[src/rtl/treintaydos_bit_ocho_bit_pkg.sv]
// rtl/treintaydos_bit_ocho_bit_pkg.sv - shared widths and types for the word/byte converters
// Purpose: constants and types common to the 32b->8b serializer and the 8b->32b packer.
// Ports: none (package).
package treintaydos_bit_ocho_bit_pkg;
  localparam int BYTE_W         = 8;
  localparam int WORD_W         = 32;
  localparam int BYTES_PER_WORD = 4;

  // Index of a byte within a word, 0..3.
  typedef logic [1:0] byte_idx_t;

  typedef enum logic {
    IDLE = 1'b0,
    SEND = 1'b1
  } state_t;
endpackage

[src/rtl/treintaydos_bit_ocho_bit_word_hold_reg.sv]
// rtl/treintaydos_bit_ocho_bit_word_hold_reg.sv - one-entry word holding register
// Purpose: parks one early word while the output stage is still sending.
// Ports:
//   clk_4f   in   byte-rate clock
//   reset_L  in   asynchronous active-low reset
//   load     in   capture data_in (wins over consume, so a same-edge refill keeps hold_v=1)
//   consume  in   the output stage took the held word
//   data_in  in   word to capture
//   word     out  held word
//   hold_v   out  word register is occupied
//   ready    out  register can accept a word (!hold_v)
module word_hold_reg
  import treintaydos_bit_ocho_bit_pkg::*;
(
  input  logic              clk_4f,
  input  logic              reset_L,
  input  logic              load,
  input  logic              consume,
  input  logic [WORD_W-1:0] data_in,
  output logic [WORD_W-1:0] word,
  output logic              hold_v,
  output logic              ready
);

  always_ff @(posedge clk_4f or negedge reset_L) begin
    if (!reset_L) begin
      word   <= '0;
      hold_v <= 1'b0;
    end else if (load) begin
      word   <= data_in;
      hold_v <= 1'b1;
    end else if (consume) begin
      hold_v <= 1'b0;
    end
  end

  assign ready = !hold_v;

endmodule

[src/rtl/treintaydos_bit_ocho_bit.sv]
// rtl/treintaydos_bit_ocho_bit.sv - 32-bit word to 8-bit byte serializer, MSB byte first
// Purpose: accepts words on a valid/ready handshake and emits each as four contiguous bytes.
// Ports:
//   clk_4f        in   byte-rate clock
//   reset_L       in   asynchronous active-low reset
//   data_in       in   input word
//   valid_in      in   data_in valid this cycle
//   ready_out     out  a word can be accepted this cycle (!hold_v, no path from valid_in)
//   data_out      out  output byte, 8'h00 when valid_out=0
//   valid_out     out  data_out carries a byte
//   overflow_err  out  sticky: a word was offered while ready_out=0 and dropped
module treintaydos_bit_ocho_bit
  import treintaydos_bit_ocho_bit_pkg::*;
(
  input  logic        clk_4f,
  input  logic        reset_L,
  input  logic [31:0] data_in,
  input  logic        valid_in,
  output logic        ready_out,
  output logic [7:0]  data_out,
  output logic        valid_out,
  output logic        overflow_err
);

  localparam int        REM_W      = WORD_W - BYTE_W;
  localparam byte_idx_t LAST_COUNT = byte_idx_t'(BYTES_PER_WORD - 1);

  state_t              state_q, state_d;
  logic [REM_W-1:0]    cur_q, cur_d;
  byte_idx_t           left_q, left_d;
  logic [BYTE_W-1:0]   data_d;
  logic                valid_d;

  logic [WORD_W-1:0]   hold_word;
  logic                hold_v;
  logic                hold_ready;
  logic                accept;
  logic                load;
  logic                consume;

  assign accept    = valid_in && hold_ready;
  assign ready_out = hold_ready;

  word_hold_reg u_hold (
    .clk_4f  (clk_4f),
    .reset_L (reset_L),
    .load    (load),
    .consume (consume),
    .data_in (data_in),
    .word    (hold_word),
    .hold_v  (hold_v),
    .ready   (hold_ready)
  );

  always_ff @(posedge clk_4f or negedge reset_L) begin
    if (!reset_L) begin
      state_q   <= IDLE;
      cur_q     <= '0;
      left_q    <= '0;
      data_out  <= '0;
      valid_out <= 1'b0;
    end else begin
      state_q   <= state_d;
      cur_q     <= cur_d;
      left_q    <= left_d;
      data_out  <= data_d;
      valid_out <= valid_d;
    end
  end

  // Output stage priority: finish the current word, then the held word,
  // then bypass a fresh word straight out. Any accept that the bypass
  // does not take lands in the holding register.
  always_comb begin
    state_d = IDLE;
    cur_d   = cur_q;
    left_d  = left_q;
    data_d  = '0;
    valid_d = 1'b0;
    load    = 1'b0;
    consume = 1'b0;
    if (state_q == SEND && left_q != '0) begin
      data_d  = cur_q[REM_W-1 -: BYTE_W];
      cur_d   = {cur_q[REM_W-BYTE_W-1:0], {BYTE_W{1'b0}}};
      left_d  = left_q - byte_idx_t'(1);
      valid_d = 1'b1;
      state_d = SEND;
      load    = accept;
    end else if (hold_v) begin
      data_d  = hold_word[WORD_W-1 -: BYTE_W];
      cur_d   = hold_word[REM_W-1:0];
      left_d  = LAST_COUNT;
      valid_d = 1'b1;
      state_d = SEND;
      consume = 1'b1;
      load    = accept;
    end else if (accept) begin
      data_d  = data_in[WORD_W-1 -: BYTE_W];
      cur_d   = data_in[REM_W-1:0];
      left_d  = LAST_COUNT;
      valid_d = 1'b1;
      state_d = SEND;
    end
  end

  always_ff @(posedge clk_4f or negedge reset_L) begin
    if (!reset_L) begin
      overflow_err <= 1'b0;
    end else if (valid_in && !hold_ready) begin
      overflow_err <= 1'b1;
    end
  end

endmodule

[config.mk]
export PLATFORM = sky130hd
export DESIGN_NAME = treintaydos_bit_ocho_bit
export DESIGN_NICKNAME = d
export VERILOG_FILES = /design/src/rtl/treintaydos_bit_ocho_bit_pkg.sv /design/src/rtl/treintaydos_bit_ocho_bit_word_hold_reg.sv /design/src/rtl/treintaydos_bit_ocho_bit.sv
export SDC_FILE = /design/constraint.sdc
export NUM_CORES = 1
export LEC_CHECK = 0
export BUFFER_PORTS_ARGS = -buffer_cell sky130_fd_sc_hd__buf_2
export CORE_UTILIZATION = 40
export CTS_CLUSTER_DIAMETER = 60
export DETAILED_ROUTE_END_ITERATION = 8
export MAX_ROUTING_LAYER = met4
export PLACE_DENSITY = 0.61
export SLEW_MARGIN = 0
export SYNTH_ARGS = -nofsm -noshare
export SYNTH_HDL_FRONTEND = slang
export SYNTH_SLANG_ARGS = --single-unit
[constraint.sdc]
create_clock -name clk_4f -period 1.91 [get_ports clk_4f]
set_input_delay 0.2865 -clock clk_4f [delete_from_list [all_inputs] [get_ports clk_4f]]
set_output_delay 0.2865 -clock clk_4f [all_outputs]
set_load 0.005 [all_outputs]
Word level (Yosys, flattened, before mapping)
Index checks and enable logic that the tools add are counted.
- add/subtract/negate cells: 1
- muxes and demuxes: 18
- reductions and logical operators: 7
- operators with widths (operator ; count):
    24-bit 2-to-1 mux ; 3
    8-bit 2-to-1 mux ; 3
    1-bit 2-to-1 mux ; 9
    2-bit 2-to-1 mux ; 3
    2-bit nonzero test ; 2
    1-bit logical AND ; 3
    3-bit nonzero test ; 1
    2-bit by 1-bit subtractor with 2-bit output (second input constant) ; 1
    1-bit zero test ; 1
- logic and storage cells: 33
- register bits after elaboration: 69
- bits of input ports: 35
- output and inout port bits: 11

Logic depth before layout (Yosys ltp)
- word-level depth: 5
- mapped depth: 7

Cells and area by module
From an unflattened synthesis, not the netlist that was laid out.
- cell total of the unflattened synthesis: 289
- area, all modules: 3388.2 um^2
- by module, submodules not included (module ; times used ; area each (um^2) ; cells an instance):
    treintaydos_bit_ocho_bit ; 1 ; 2010.7 ; 218
    word_hold_reg ; 1 ; 1377.6 ; 71

Worst setup path before layout
Ideal clock, no wire load.
- path kind: reg2reg
- from: register left_q[0]
- to: register u_hold.word[10]
- required time: 1.785 ns
- arrival time: 1.446 ns
- setup slack: 0.339 ns
- buffers on the path: 2
- clock period less this slack: 1.571 ns
- stages on the path, launching flop included: 8
- cell sequence: dfrtp_1 inv_1 ha_1 nand2b_4 buf_6 nor2_8 buf_12 mux2_4
- cells in the longest elaborated chain, start to end: 3
- ends and longest elaborated chain (element ; line ; text):
    start, declared ; treintaydos_bit_ocho_bit.sv:30 ; byte_idx_t left_q, left_d;
    start signal, assigned ; treintaydos_bit_ocho_bit.sv:65 ; left_q <= left_d;
    2-bit nonzero test ; treintaydos_bit_ocho_bit.sv:82 ; if (state_q == SEND && left_q != '0) begin
    1-bit logical AND ; treintaydos_bit_ocho_bit.sv:82 ;
    1-bit 2-to-1 mux ; treintaydos_bit_ocho_bit.sv:82 ;
    end signal, assigned ; treintaydos_bit_ocho_bit_word_hold_reg.sv:30 ; word <= data_in;
    end, declared ; treintaydos_bit_ocho_bit_word_hold_reg.sv:20 ; output logic [WORD_W-1:0] word,
No other way between the ends.
A chain may end at the register's enable or synchronous reset.

Final worst setup path
- from: register u_hold.hold_v
- to: output ready_out
- cells in the longest elaborated chain, start to end: 1
- ends and longest elaborated chain (element ; line ; text):
    start, declared ; treintaydos_bit_ocho_bit_word_hold_reg.sv:21 ; output logic hold_v,
    start signal, assigned ; treintaydos_bit_ocho_bit_word_hold_reg.sv:28 ; hold_v <= 1'b0;
    start signal, assigned ; treintaydos_bit_ocho_bit_word_hold_reg.sv:31 ; hold_v <= 1'b1;
    start signal, assigned ; treintaydos_bit_ocho_bit_word_hold_reg.sv:33 ; hold_v <= 1'b0;
    1-bit zero test ; treintaydos_bit_ocho_bit_word_hold_reg.sv:37 ; assign ready = !hold_v;
    end, declared ; treintaydos_bit_ocho_bit.sv:19 ; output logic ready_out,
No other way between the ends.

==> flow_summary_export.csv <==
group,metric,value,unit
floorplan,die-height,90.4,um
power_and_ir_drop,power_density,1670,nW/um2
sta,fin_crit_sh,0.855,
floorplan,rows,31,
clock_network,cts_tree,"built",
logic_synthesis,yosys.cell_types.count,26,
floorplan,floorplan.initialDensity,0.422,
sta,setup_viol,0,
drt,routed_wl,6660,um
drt,first_pass_iters,4,
drt,vias,2126,
drt,wire_per_inst,16.2,um
place,hpwl,4260,um
final_layout,final_common_cell,"dfrtp_1",
clock_network,ctsResizeCount,0,
worst_hold_path,hp-start,"data_in[0]",
power_and_ir_drop,total_power,6.17,mW
worst_setup_path,cp.arrival,1.35,ns
status,status,"finished, final reports clean",
grt,grt_use_total,0.182,
sta,whs,0.186,ns
grt,first_global_vias,2235,
logic_synthesis,netlist_area,3120,um2
place,dp.cells,394,
worst_setup_path,cp_max_fo,19,
sta,fin_skew,0.00971,ns
clock_network,postCtsSetupRepairBufs,0,
place,pre_cts_ws,0.288,ns
grt,grt_pass1_wl,11200,um
worst_setup_path,required,1.62,ns
clock_network,cts_hold_buf,1,
logic_synthesis,synthCells,257,
logic_synthesis,ys.flop_type,"dfrtp_1",
sta,hold_violations,0,
worst_setup_path,critical_path_class,"register to output pin",
drt,drt-initial-drc-count,107,
logic_synthesis,ys_seq_area_frac,0.553,
logic_synthesis,yosys_warnings,0,
flow_run,drv_cap,0,
clock_network,cts_root_buffer,"clkbuf_8",
logic_synthesis,synth_edf_count,0,
grt,grt_overflow_total,0,
final_layout,stdcell_area,3690,um2
final_layout,drive_above_1_share,0.375,
power_and_ir_drop,cellLeakagePower,1.70,nW
floorplan,io_pins,46,
place,post_dp_cell_area,3450,um2
final_layout,utilization,0.498,
logic_synthesis,synth.top_cell.area_share,0.553,
logic_synthesis,syn_nets,293,
worst_setup_path,end_kind,"output pin",
floorplan,coreArea,7410,um2
final_layout,antenna_cells,0,
clock_network,clk_pin_slew,0.07,ns
grt,antenna_found_initial,0,
sta,rsz0062_at_grt,"no",
place,place_congestion,0.763,
logic_synthesis,synth.largest_area_cell,"dfrtp_1",
sta,clock.fmax,0.612,GHz
clock_network,clockBufferDepth,2,
worst_hold_path,worstHoldPathType,"primary input to register",
final_layout,fin_nets,343,
sta,setup_slack,0.277,ns
final_layout,area_growth_syn_to_layout,18.1,%
clock_network,cts.htree.levels,3,
drt,ant_nets,0,
sta,tns,0,ns
drt,routed_via_density,5.17,
drt,remaining_drc_errors,0,
final_layout,final_cell_mix,"dfrtp_1, buf_2, nand2_1",
sta,maxSlewHeadroom,0.554,
sta,slew_viol_final,0,
logic_synthesis,synth_area_leaders,"dfrtp_1, mux2_4, nand2_1",
place,port_buffers,45,
worst_setup_path,critPathLaunch,"u_hold.hold_v$_DFFE_PN0P_",
clock_network,numCtsBuffers,9,
floorplan,die_w,90.4,um
sta,tightest_slew,0.669,ns
clock_network,clock_latency,0.35,ns
floorplan,dieArea,8170,um2
logic_synthesis,async_reset_ff_frac,1.00,
clock_network,cts_sinks,69,
power_and_ir_drop,ir_drop,0.633,mV
grt,grt_start_max_net_pins,70,
logic_synthesis,syn_avg_cell_area,12.2,um2
logic_synthesis,ys_ff_latch,69,
sta,fin_crit,1.63,ns
worst_setup_path,start_kind,"register",
worst_setup_path,reg2reg_from,"left_q[0]$_DFFE_PN0P_",
final_layout,final_cells,411,
## power breakdown
group,internal (mW),switching [mW],total (mW)
logic,1.24,1.11,2.35
clock network,0.806,0.555,1.36
registers,2.10,0.354,2.46
## final cells by class
type | count | area, um2
fill | 678 | 3720
sequential | 69 | 1730
multi-input combinational | 166 | 1230
timing repair buffer | 58 | 363
clock buffer | 11 | 151
tap | 99 | 124
clock inverter | 5 | 82.6
inverter | 3 | 11.3
## final timing paths
path                                                    to  slack [ns]  depth (start not counted)
worst max-delay path                             ready_out        0.28                          2
worst min-delay path            u_hold.word[0]$_DFFE_PN0P_        0.19                          2
worst max register to register  u_hold.word[0]$_DFFE_PN0P_        0.32                          6
worst min register to register    overflow_err$_DFFE_PN0P_        0.45                          1
max in group asynchronous                state_q$_DFF_PN0_        1.10                          3
min in group asynchronous            data_out[2]$_DFF_PN0_        0.49                          3
## cells in the mapped netlist, types with 2 or more instances
| library cell | n |
|---|---|
| o21ai_0 | 21 |
| nor2_1 | 18 |
| buf_4 | 2 |
| mux2_2 | 10 |
| buf_2 | 10 |
| clkbuf_1 | 2 |
| o21ai_1 | 11 |
| mux2_4 | 30 |
| nand2b_4 | 2 |
| nand2_1 | 33 |
| buf_6 | 2 |
| dfrtp_1 | 69 |
| o22ai_1 | 16 |
| a21oi_1 | 9 |
| buf_12 | 3 |
| a221oi_1 | 8 |
| inv_1 | 2 |
## logic make-up after synthesis
group                      synth area share
DFF                                   0.553
AOI/OAI and AO/OA                     0.125
and+or+nand+nor                      0.0845
muxes                                 0.180
buffers and inverters                0.0533
adders and majority gates           0.00400
## worst max-delay path: stages (launching register included)
cell and delay (ns):
dfrtp_1 0.48, inv_2 0.34, buf_2 0.19
## sequential cells by signal (all words and copies together), names as in the netlist
register and flops:
cur_q 24, data_out 8, left_q 2, overflow_err 1
state_q 1, u_hold.hold_v 1, u_hold.word 32
## per-layer routing
metal	up-vias	wire (um)	global-route usage
met5	-	0	-
met2	66	2980	0.261
li1	1001	-	-
met3	9	346	0.0530
met1	1050	3240	0.244
met4	0	92	0.0685
Note: power is estimated with default switching activity, not from simulation.
